==> src/rtl/data_mem_arbiter.sv <==
// Data-memory port arbiter: shares one RAM port between the MEM stage and the UART loader,
// sequencing each access through IDLE/ISSUE/WAIT/DONE to cover the RAM's fixed read latency.
module data_mem_arbiter #(
   parameter int unsigned ISA_WIDTH     = 32,
   parameter int unsigned READ_LATENCY  = 2,
   parameter int unsigned MEM_WRITE_BIT = 1,
   parameter int unsigned MEM_READ_BIT  = 0
) (
   input  logic                 clk,
   input  logic                 rst,
   input  logic [1:0]           cpu_mem_control,
   input  logic                 cpu_no_op,
   input  logic [ISA_WIDTH-1:0] cpu_addr,
   input  logic [ISA_WIDTH-1:0] cpu_wdata,
   output logic [ISA_WIDTH-1:0] cpu_rdata,
   output logic                 mem_stall,
   input  logic                 ldr_valid,
   input  logic [ISA_WIDTH-1:0] ldr_addr,
   input  logic [ISA_WIDTH-1:0] ldr_wdata,
   output logic                 ldr_ready,
   output logic                 ram_en,
   output logic                 ram_we,
   output logic [ISA_WIDTH-1:0] ram_addr,
   output logic [ISA_WIDTH-1:0] ram_wdata,
   input  logic [ISA_WIDTH-1:0] ram_rdata
);

   localparam int unsigned CNT_W = 3;

   typedef enum logic [1:0] {
      S_IDLE  = 2'd0,
      S_ISSUE = 2'd1,
      S_WAIT  = 2'd2,
      S_DONE  = 2'd3
   } state_t;

   typedef enum logic {
      OWN_CPU = 1'b0,
      OWN_LDR = 1'b1
   } owner_t;

   state_t               state_q, state_d;
   owner_t               owner_q, owner_d;
   owner_t               last_owner_q, last_owner_d;
   logic                 is_rd_q, is_rd_d;
   logic [CNT_W-1:0]     lat_cnt_q, lat_cnt_d;
   logic [ISA_WIDTH-1:0] addr_q, addr_d;
   logic [ISA_WIDTH-1:0] wdata_q, wdata_d;
   logic [ISA_WIDTH-1:0] rdata_q, rdata_d;

   logic cpu_req;
   logic cpu_is_rd;

   assign cpu_req   = ~cpu_no_op & (cpu_mem_control != 2'b00);
   // A write request takes precedence over a simultaneous read request.
   assign cpu_is_rd = cpu_mem_control[MEM_READ_BIT] & ~cpu_mem_control[MEM_WRITE_BIT];

   assign cpu_rdata = rdata_q;
   assign ldr_ready = (state_q == S_DONE) & (owner_q == OWN_LDR);
   assign mem_stall = cpu_req & ~((state_q == S_DONE) & (owner_q == OWN_CPU));

   // State and datapath registers.
   always_ff @(posedge clk or posedge rst) begin
      if (rst) begin
         state_q      <= S_IDLE;
         owner_q      <= OWN_CPU;
         last_owner_q <= OWN_LDR;
         is_rd_q      <= 1'b0;
         lat_cnt_q    <= '0;
         addr_q       <= '0;
         wdata_q      <= '0;
         rdata_q      <= '0;
      end else begin
         state_q      <= state_d;
         owner_q      <= owner_d;
         last_owner_q <= last_owner_d;
         is_rd_q      <= is_rd_d;
         lat_cnt_q    <= lat_cnt_d;
         addr_q       <= addr_d;
         wdata_q      <= wdata_d;
         rdata_q      <= rdata_d;
      end
   end

   // Next-state, grant and RAM-port decode.
   always_comb begin
      state_d      = state_q;
      owner_d      = owner_q;
      last_owner_d = last_owner_q;
      is_rd_d      = is_rd_q;
      lat_cnt_d    = lat_cnt_q;
      addr_d       = addr_q;
      wdata_d      = wdata_q;
      rdata_d      = rdata_q;
      ram_en       = 1'b0;
      ram_we       = 1'b0;
      ram_addr     = '0;
      ram_wdata    = '0;

      case (state_q)
         S_IDLE: begin
            // On a tie the requester that was not served last wins.
            if (cpu_req && (!ldr_valid || (last_owner_q == OWN_LDR))) begin
               owner_d = OWN_CPU;
               is_rd_d = cpu_is_rd;
               addr_d  = cpu_addr;
               wdata_d = cpu_wdata;
               state_d = S_ISSUE;
            end else if (ldr_valid) begin
               owner_d = OWN_LDR;
               is_rd_d = 1'b0;
               addr_d  = ldr_addr;
               wdata_d = ldr_wdata;
               state_d = S_ISSUE;
            end
         end
         S_ISSUE: begin
            ram_en    = 1'b1;
            ram_we    = ~is_rd_q;
            ram_addr  = addr_q;
            ram_wdata = wdata_q;
            if (is_rd_q) begin
               lat_cnt_d = CNT_W'(READ_LATENCY - 1);
               state_d   = S_WAIT;
            end else begin
               state_d   = S_DONE;
            end
         end
         S_WAIT: begin
            lat_cnt_d = lat_cnt_q - CNT_W'(1);
            if (lat_cnt_q == '0) begin
               rdata_d = ram_rdata;
               state_d = S_DONE;
            end
         end
         S_DONE: begin
            last_owner_d = owner_q;
            state_d      = S_IDLE;
         end
         default: state_d = S_IDLE;
      endcase
   end

endmodule

==> config.mk <==
export PLATFORM = sky130hd
export DESIGN_NAME = data_mem_arbiter
export DESIGN_NICKNAME = d
export VERILOG_FILES = /design/src/rtl/data_mem_arbiter.sv
export SDC_FILE = /design/constraint.sdc
export NUM_CORES = 1
export LEC_CHECK = 0
export ABC_AREA = 1
export BUFFER_PORTS_ARGS = -buffer_cell sky130_fd_sc_hd__buf_2
export CORE_MARGIN = 2
export CORE_UTILIZATION = 52
export CTS_BUF_LIST = sky130_fd_sc_hd__clkbuf_8
export DETAILED_ROUTE_END_ITERATION = 16
export PLACE_DENSITY = 0.87
export SETUP_SLACK_MARGIN = 0.05
export SKIP_CTS_REPAIR_TIMING = 1
export SLEW_MARGIN = 10
export SYNTH_ARGS = -nofsm -noshare
export SYNTH_HDL_FRONTEND = slang
export SYNTH_SLANG_ARGS = --single-unit
export TNS_END_PERCENT = 20
==> constraint.sdc <==
create_clock -name clk -period 8.08 [get_ports clk]
set_input_delay 2.424 -clock clk [delete_from_list [all_inputs] [get_ports clk]]
set_output_delay 2.424 -clock clk [all_outputs]
set_load 0.1 [all_outputs]
==> impl_metrics.env <==
export IMPL_outcome="finished clean"
export IMPL_crit_reg2reg_launch="last_owner_q"
export IMPL_grt_first_pass_wirelength_um=23740
export IMPL_slew_limit_headroom_pct=37.05
export IMPL_use_met2_pct=46.32
export IMPL_grt_total_usage_pct=25.72
export IMPL_synth_area_um2=5595
export IMPL_cts_tree="done"
export IMPL_initial_core_util_pct=53.96
export IMPL_r2r_cells=9
export IMPL_drc=0
export IMPL_use_met3_pct=3.935
export IMPL_crit_path_max_fanout=3
export IMPL_hold_path_class="reg2reg"
export IMPL_first_pass_iters=5
export IMPL_dp_cells=1118
export IMPL_grt_busiest_layer="met2"
export IMPL_use_met1_pct=30.71
export IMPL_skew_ns=0.01200
export IMPL_htreeDepth=3
export IMPL_crit_chain="buf_2 -> inv_1 -> nand2_1 -> nand2_1 -> nor2_1 -> buf_2"
export IMPL_ios=266
export IMPL_die_y_um=107.7
export IMPL_area_growth_pct=26.63
export IMPL_timing_final_crit_share_pct=70.85
export IMPL_ys_seq_area_share_pct=46.53
export IMPL_worstPathRequired_ns=5.66
export IMPL_antenna_found_initial=0
export IMPL_grt_overflow=0
export IMPL_worst_pin_slew_ns=0.9443
export IMPL_avgRoutedWirePerCell_um=12.80
export IMPL_cp_startpoint="cpu_mem_control[1]"
export IMPL_wl_um=14520
export IMPL_maxCapViolations=0
export IMPL_fin_cells=1134
export IMPL_fin_ws_ns=2.355
export IMPL_synth_area_leaders="dfrtp_1 46%, nand2_1 27%, mux2_2 6.4%"
export IMPL_mostFrequentLayoutCells="400 x nand2_1, 265 x buf_2, 103 x dfrtp_1"
export IMPL_synth_area_per_cell_um2=7.421
export IMPL_drive_gt1_share_pct=33.27
export IMPL_yosys_warnings=0
export IMPL_max_freq_mhz=174.7
export IMPL_antenna_cells=0
export IMPL_coreArea_um2=10370
export IMPL_grt_pass1_vias=5230
export IMPL_numPortBuffers=265
export IMPL_cts_clk_slew_worst_paths_ns=0.10
export IMPL_syn_nets=927
export IMPL_setup_viol=0
export IMPL_row_count=37
export IMPL_rsz0062_at_grt="false"
export IMPL_worstSkewPairLatency_ns=0.35
export IMPL_final_nets=1166
export IMPL_finalHoldViolations=0
export IMPL_end_kind="output port"
export IMPL_startpoint_type="input pin"
export IMPL_hold_depth=2
export IMPL_synth_top_area_cell="dfrtp_1"
export IMPL_cts_buffer_depth=2
export IMPL_critPathSlowestCell="buf_2"
export IMPL_place_hpwl_um=10450
export IMPL_cts_sinks=104
export IMPL_drv_slew=0
export IMPL_cp_arrival_ns=3.30
export IMPL_die_w_um=107.7
export IMPL_yosysUniqueCellTypes=23
export IMPL_ant_nets=0
export IMPL_hp_start="addr_q[19]"
export IMPL_drt_initial_drc_count=252
export IMPL_finalCoreUtilization_pct=68.33
export IMPL_tns_ns=0
export IMPL_synth_top_cell_area_share_pct=46.06
export IMPL_place_ws_ns=2.360
export IMPL_globalplace_congestion=0.7806
export IMPL_synthCells=754
export IMPL_cts_buffers=9
export IMPL_vias=5440
export IMPL_period_needed_ns=5.725
export IMPL_grt_max_degree=78
export IMPL_worstSetupPathType="in2out"
export IMPL_worst_path_largest_cell_delay_ns=0.43
export IMPL_vias_per_cell=4.797
export IMPL_layout_commonest_cell="nand2_1"
export IMPL_cts_root_buf="clkbuf_8"
export IMPL_dieArea_um2=11610
export IMPL_yosys_register_bits=104
## through the flow
step / area [µm²] / hold WS (ns)
global placement: 6885 / 0.4617
detailed placement: 6885 / 0.4651
global route: 7086 / 0.5077
finish: 7086 / 0.4846
floorplan: 5595 / 0.4487
CTS: 7086 / 0.4892
## routing by layer
metal,routed length [µm],share of wire [%]
met1,5749,40
met2,7600,52
met3,782,5.4
met4,385,2.7
met5,0,0
## Yosys cell counts
| master | n |
|---|---|
| inv_2 | 1 |
| nand4_1 | 1 |
| a21oi_1 | 2 |
| nor2_1 | 4 |
| nand2_1 | 401 |
| nand3_1 | 68 |
| mux2_2 | 32 |
| nor2_4 | 1 |
| buf_4 | 17 |
| o22ai_1 | 2 |
| buf_6 | 6 |
| or2_2 | 1 |
| a21boi_2 | 1 |
| dfrtp_1 | 103 |
| o21ai_0 | 4 |
| dfstp_2 | 1 |
| nor2_2 | 1 |
| clkbuf_1 | 5 |
| o21ai_2 | 1 |
| buf_1 | 4 |
| buf_2 | 13 |
| inv_1 | 78 |
| ha_1 | 7 |
## layout make-up
class / count / area [µm²]
Clock buffer: 9 / 123.9
Clock inverter: 7 / 76.32
Fill cell: 941 / 3284
Inverter: 79 / 299.0
Multi-Input combinational cell: 526 / 2426
Sequential cell: 104 / 2604
Tap cell: 136 / 170.2
Timing Repair Buffer: 273 / 1386
## registers in the layout, indices dropped and copies added, names as in the netlist
name / cells
owner_q: 1
state_q: 2
last_owner_q: 1
cpu_rdata: 32
wdata_q: 32
lat_cnt_q: 3
is_rd_q: 1
addr_q: 32
## path summary, 6_finish.rpt
path / endpoint / slack, ns
max in group asynchronous: wdata_q[18] / 4.79
max: mem_stall / 2.36
min reg2reg: addr_q[19] / 0.48
max reg2reg: wdata_q[15] / 5.66
min in group asynchronous: cpu_rdata[24] / 2.03
min: addr_q[19] / 0.48
## logic make-up (layout without fill, tap and decap cells)
kind of cell,count (synthesis),after routing,share of synthesized area (%)
compound gates,10,10,1.118
fa+ha+maj,7,7,1.565
buf+inv,124,368,10.55
flops,104,104,46.53
mux,32,32,6.440
simple gates,477,477,33.79
## critical path, delay by kind of cell
kind / cells / cell delay (ns)
buf+inv: 3 / 0.58
simple gates: 3 / 0.30
Power is not shown: default switching activity piles up to over one toggle a cycle in this logic, so the estimate is an artifact.
